===== config.mk =====
export PLATFORM = sky130hd
export DESIGN_NAME = serial_addf_adder
export DESIGN_NICKNAME = d
export VERILOG_FILES = /design/src/rtl/serial_adder_pkg.sv /design/src/rtl/ADDF.sv /design/src/rtl/serial_addf_adder.sv
export SDC_FILE = /design/constraint.sdc
export NUM_CORES = 1
export LEC_CHECK = 0
export CAP_MARGIN = 20
export CELL_PAD_IN_SITES_DETAIL_PLACEMENT = 0
export CELL_PAD_IN_SITES_GLOBAL_PLACEMENT = 1
export CORE_MARGIN = 2
export CORE_UTILIZATION = 42
export CTS_CLUSTER_DIAMETER = 200
export CTS_CLUSTER_SIZE = 16
export DETAILED_ROUTE_END_ITERATION = 10
export GPL_TIMING_DRIVEN = 0
export PLACE_DENSITY_LB_ADDON = 0.1
export SETUP_SLACK_MARGIN = 0.05
export SLEW_MARGIN = 5
export SYNTH_ARGS = -nofsm -noshare
export SYNTH_HDL_FRONTEND = slang
export SYNTH_SLANG_ARGS = --single-unit

===== constraint.sdc =====
create_clock -name CK -period 2.4 [get_ports CK]
set_input_delay 0.48 -clock CK [delete_from_list [all_inputs] [get_ports CK]]
set_output_delay 0.48 -clock CK [all_outputs]
set_load 0.01 [all_outputs]

===== src/rtl/serial_adder_pkg.sv =====
`default_nettype none
// ============================================================================
// Module      : serial_adder_pkg
// Description : Shared definitions for the bit-serial ADDF adder: the control
//               state encoding and the widest legal operand size.
// Revision    : 1.0 - initial release
// ============================================================================
package serial_adder_pkg;

    // 2'd3 is unused; the controller treats it as illegal and returns to IDLE.
    typedef enum logic [1:0] {
        ST_IDLE = 2'd0,
        ST_RUN  = 2'd1,
        ST_DONE = 2'd2
    } state_t;

    localparam int MAX_WIDTH = 64;

endpackage : serial_adder_pkg
`default_nettype wire


===== src/rtl/ADDF.sv =====
`default_nettype none
// ============================================================================
// Module      : ADDF
// Description : 1-bit full-adder library cell.
// Ports       : A, B, CI  - addend bits and carry-in
//               SUM       - A ^ B ^ CI
//               CO        - majority(A, B, CI)
// Revision    : 1.0 - initial release
// ============================================================================
module ADDF (
    input  logic A,
    input  logic B,
    input  logic CI,
    output logic SUM,
    output logic CO
);

    assign SUM = A ^ B ^ CI;
    assign CO  = (A & B) | (CI & (A ^ B));

endmodule : ADDF
`default_nettype wire


===== src/rtl/serial_addf_adder.sv =====
`default_nettype none
// ============================================================================
// Module      : serial_addf_adder
// Description : Bit-serial WIDTH-bit adder built around one ADDF cell. Operands
//               are latched on an input handshake, added LSB first at one bit
//               per clock, and the result {CO,SUM} = A+B+CI is offered on a
//               valid/ready output handshake.
// Ports       : CK, RSTN             - clock (rising), async active-low reset
//               IN_VALID / IN_READY  - operand handshake (A, B, CI)
//               OUT_VALID / OUT_READY- result handshake (SUM, CO)
// Revision    : 1.0 - initial release
// ============================================================================
module serial_addf_adder
    import serial_adder_pkg::*;
#(
    parameter int WIDTH = 8,
    parameter int CNT_W = $clog2(WIDTH + 1)
) (
    input  logic             CK,
    input  logic             RSTN,
    input  logic             IN_VALID,
    output logic             IN_READY,
    input  logic [WIDTH-1:0] A,
    input  logic [WIDTH-1:0] B,
    input  logic             CI,
    output logic             OUT_VALID,
    input  logic             OUT_READY,
    output logic [WIDTH-1:0] SUM,
    output logic             CO
);

    if ((WIDTH < 1) || (WIDTH > MAX_WIDTH)) begin : g_bad_width
        $error("serial_addf_adder: WIDTH out of range 1..64");
    end

    localparam logic [CNT_W-1:0] c_last = CNT_W'(WIDTH - 1);

    state_t           r_state;
    logic [CNT_W-1:0] r_cnt;
    logic [WIDTH-1:0] r_a_sh;
    logic [WIDTH-1:0] r_b_sh;
    logic             r_carry;
    logic [WIDTH-1:0] r_sum;
    logic             r_co;

    logic             w_s;
    logic             w_co;

    ADDF u_addf (
        .A   (r_a_sh[0]),
        .B   (r_b_sh[0]),
        .CI  (r_carry),
        .SUM (w_s),
        .CO  (w_co)
    );

    always_ff @(posedge CK or negedge RSTN) begin
        if (!RSTN) begin
            r_state <= ST_IDLE;
            r_cnt   <= '0;
            r_a_sh  <= '0;
            r_b_sh  <= '0;
            r_carry <= 1'b0;
            r_sum   <= '0;
            r_co    <= 1'b0;
        end else begin
            case (r_state)
                ST_IDLE: begin
                    if (IN_VALID) begin
                        r_a_sh  <= A;
                        r_b_sh  <= B;
                        r_carry <= CI;
                        r_cnt   <= '0;
                        r_sum   <= '0;
                        r_state <= ST_RUN;
                    end
                end
                ST_RUN: begin
                    r_a_sh  <= r_a_sh >> 1;
                    r_b_sh  <= r_b_sh >> 1;
                    // New sum bit enters at the MSB; after WIDTH shifts bit 0
                    // has walked down to SUM[0]. Written as a shift of the
                    // concatenation so WIDTH=1 needs no special case.
                    r_sum   <= WIDTH'({w_s, r_sum} >> 1);
                    r_carry <= w_co;
                    r_cnt   <= r_cnt + CNT_W'(1);
                    if (r_cnt == c_last) begin
                        r_co    <= w_co;
                        r_state <= ST_DONE;
                    end
                end
                ST_DONE: begin
                    if (OUT_READY) begin
                        r_state <= ST_IDLE;
                    end
                end
                default: begin
                    r_state <= ST_IDLE;
                end
            endcase
        end
    end

    // Handshake flags decode the state only, so neither depends on the inputs.
    assign IN_READY  = (r_state == ST_IDLE);
    assign OUT_VALID = (r_state == ST_DONE);
    assign SUM       = r_sum;
    assign CO        = r_co;

endmodule : serial_addf_adder
`default_nettype wire


==> summary.txt, run 1 <==
Global route
  • Overflow after GRT: 0
  • All-layer global routing usage: 18.00%
  • Initial antenna violation count: 0
  • Largest net degree at the start of global routing: 33
  • Global-route wire length before repair: 5.823 mm
  • Vias in the first global route: 1208

STA
  • TNS Setup: 0 ns
  • Unrepaired setup endpoints after global routing: false
  • Final Slew Violations: 0
  • Fin. Hold Viols: 0
  • Clock skew: 0.005687 ns
  • Fin crit share: 90.97%
  • Endpoints failing setup: 0
  • Slew Limit Headroom: 53.06%
  • WHS: 0.2497 ns
  • Min Tclk post-route: 2.183 ns
  • Slew at the pin closest to its max-slew limit: 0.7041 ns
  • Fmax: 458.0 MHz

CTS
  • CTS tree: done
  • # hold bufs at CTS: 0
  • Bufs on Longest Clock Path: 2
  • Clk_lat worst skew: 0.27 ns
  • Clock input transition at the sequential cells of the worst setup and hold paths: 0.07 ns
  • CTS Sinks: 32
  • CTS Buf Count: 5
  • H-Tree Depth: 2
  • Root Driver: clkbuf_8

Place
  • Port Buf Inserts: 31
  • HPWL after DPL: 2.461 mm
  • Gpl congestion: 0.7840

Route
  • Initial DRC Count: 49
  • Post-route ant nets: 0
  • Vias/cell: 5.338
  • Drt pass-1 iters: 4
  • DRC viols: 0
  • DR WL/cell: 15.03 µm
  • Post-Route WL: 3.473 mm
  • Via count: 1233

Floorplanning
  • Chip width: 65.73 µm
  • Die area: 4320 µm²
  • I/O pins: 32
  • Chip Height: 65.73 µm
  • Core area: 3661 µm²
  • Row count: 22
  • Starting Density: 43.71%

Critical path
  • Crit Path Max Fanout: 10
  • Critical path launch point type: flip-flop
  • Worst EP arrival: 1.70 ns
  • Worst setup EP type: output pin
  • Req. time, crit path: 1.92 ns
  • Worst Setup Path Type: flip-flop to output pin

Synth
  • Post-Synthesis Cell Area: 1600 µm²
  • Yosys Warn Count: 0
  • Post-synthesis sequential area ratio: 50.04%
  • Synth cell types: 28
  • FF+latch count, synth: 32
  • Mean Syn Cell Area: 11.04 µm²
  • Post-synth EDFFs: 0
  • Post-synth ARST share: 100.0%
  • Mapped Cells: 145
  • Syn nets: 168
  • Synth Flop Type: dfrtp_1

Worst hold path
  • Hold Path Class: input port to async pin

Cells and area
  • Post-Route Utilization: 56.22%
  • Ratio of cells with drive above 1 in the final layout: 15.30%
  • ANT cells: 0
  • Most frequent cells in the layout: 32 x dfrtp_1, 30 x clkdlybuf4s50_1, 15 x a21oi_1
  • Area Overhead vs Synth: 28.62%
  • NumNets Final: 206
  • Commonest non-fill, non-tap cell in the layout: dfrtp_1

Job
  • Max-cap violations: 0

Power
  • P_leak: 0.9249 nW
  • PwrDens: 1104 nW/µm²
  • Highest ir drop seen on vdd: 0.0005555 V

Outcome
  • Status: complete, no violations
## registers in the layout, summed over array words and instances (netlist names)
register / flops
r_cnt: 4
r_carry: 1
r_b_sh: 8
SUM: 8
r_a_sh: 8
r_state: 2
CO: 1
## synth_stat cells, drive strengths merged, types with 2 or more instances
| master | number | area, µm² |
|---|---|---|
| dfrtp | 32 | 800.8 |
| o21ai | 20 | 100.1 |
| a21oi | 15 | 75.07 |
| a22oi | 14 | 105.1 |
| and2b | 12 | 100.1 |
| a22o | 9 | 78.83 |
| buf | 7 | 83.83 |
| nand2 | 6 | 22.52 |
| inv | 5 | 18.77 |
| a2bb2oi | 4 | 35.03 |
| nor2b | 4 | 40.04 |
| nand2b | 3 | 18.77 |
| nand3 | 3 | 15.01 |
| clkbuf | 2 | 18.76 |
| mux2i | 2 | 20.02 |
## cell type report
| cell class | instances | area [µm²] |
|---|---|---|
| buffer | 10 | 107.6 |
| clock buffer | 7 | 96.34 |
| fill | 341 | 1603 |
| inverter | 5 | 18.77 |
| multi-input combinational | 98 | 669.4 |
| sequential | 32 | 800.8 |
| tap | 48 | 60.06 |
| timing repair buffer | 31 | 305.3 |
## per-stage QoR
stage          cell area (µm²)  power, mW  instances  setup slack [ns]
2_1_floorplan             1600      1.497        145            0.9971
5_1_grt                   2058      2.448        231            0.1292
3_5_place_dp              1966      1.846        224            0.4188
4_1_cts                   2062      2.296        231            0.1080
3_3_place_gp              1971      1.809        224            0.2344
6_report                  2058      2.273        231            0.2167
## cells by family after synthesis
kind of cell	count (synthesis)	synth area share, %
compound gates	63	25.10
flops	32	50.04
simple gates	31	13.45
buf+inv	15	8.131
mux	2	1.251
fa+ha+maj	2	2.033
## critical path, cell delays in order (launching register included)
cell,delay [ns]
dfrtp_1,0.48
buf_6,0.19
buf_6,0.14
nor2_1,0.08
clkdlybuf4s50_1,0.54
## where the power goes
group	total, mW	switching [mW]	internal [mW]
logic	0.918	0.419	0.499
registers	0.915	0.167	0.747
clock network	0.441	0.185	0.255
## path summary, 6_finish.rpt
path                       startpoint       end  slack [ns]  depth (start not counted)
max                        r_state[1]  IN_READY        0.22                          4
max in group asynchronous        RSTN  r_cnt[0]        1.70                          1
min in group CK                SUM[0]    SUM[0]        0.50                          1
min reg2reg                    SUM[0]    SUM[0]        0.50                          1
max reg2reg                r_state[1]    SUM[1]        1.15                          3
min                              RSTN    SUM[3]        0.25                          1
## routing by layer
layer  track usage [%]  up-vias  routed length [µm]
li1                  -      600                   -
met1             25.03      598                1666
met2             28.16       31                1599
met3             3.767        4                 172
met4             5.469        0                  34
met5                 0        -                   0
## timing repair
| action | in CTS | in global routing |
|---|---|---|
| endpoints found under the setup margin | 0 | 1 |
| resized for setup | 0 | 1 |
| buffers inserted | 0 | 0 |
No activity file was read; power rests on OpenSTA's default activity.
==> run 2, diff against run 1 <==
--- a/config.mk
+++ b/config.mk
@@ -16,7 +16,7 @@
 export GPL_TIMING_DRIVEN = 0
 export PLACE_DENSITY_LB_ADDON = 0.1
 export SETUP_SLACK_MARGIN = 0.05
-export SLEW_MARGIN = 5
+export SLEW_MARGIN = 20
 export SYNTH_ARGS = -nofsm -noshare
 export SYNTH_HDL_FRONTEND = slang
 export SYNTH_SLANG_ARGS = --single-unit
==> results of run 2 <==
The final DEF is identical to that of run 1; final timing and power are the same.
==> run 3, diff against run 2 <==
--- a/config.mk
+++ b/config.mk
@@ -5,7 +5,7 @@
 export SDC_FILE = /design/constraint.sdc
 export NUM_CORES = 1
 export LEC_CHECK = 0
-export CAP_MARGIN = 20
+export CAP_MARGIN = 40
 export CELL_PAD_IN_SITES_DETAIL_PLACEMENT = 0
 export CELL_PAD_IN_SITES_GLOBAL_PLACEMENT = 1
 export CORE_MARGIN = 2
==> results of run 3 <==
The final DEF is identical to that of run 1; final timing and power are the same.
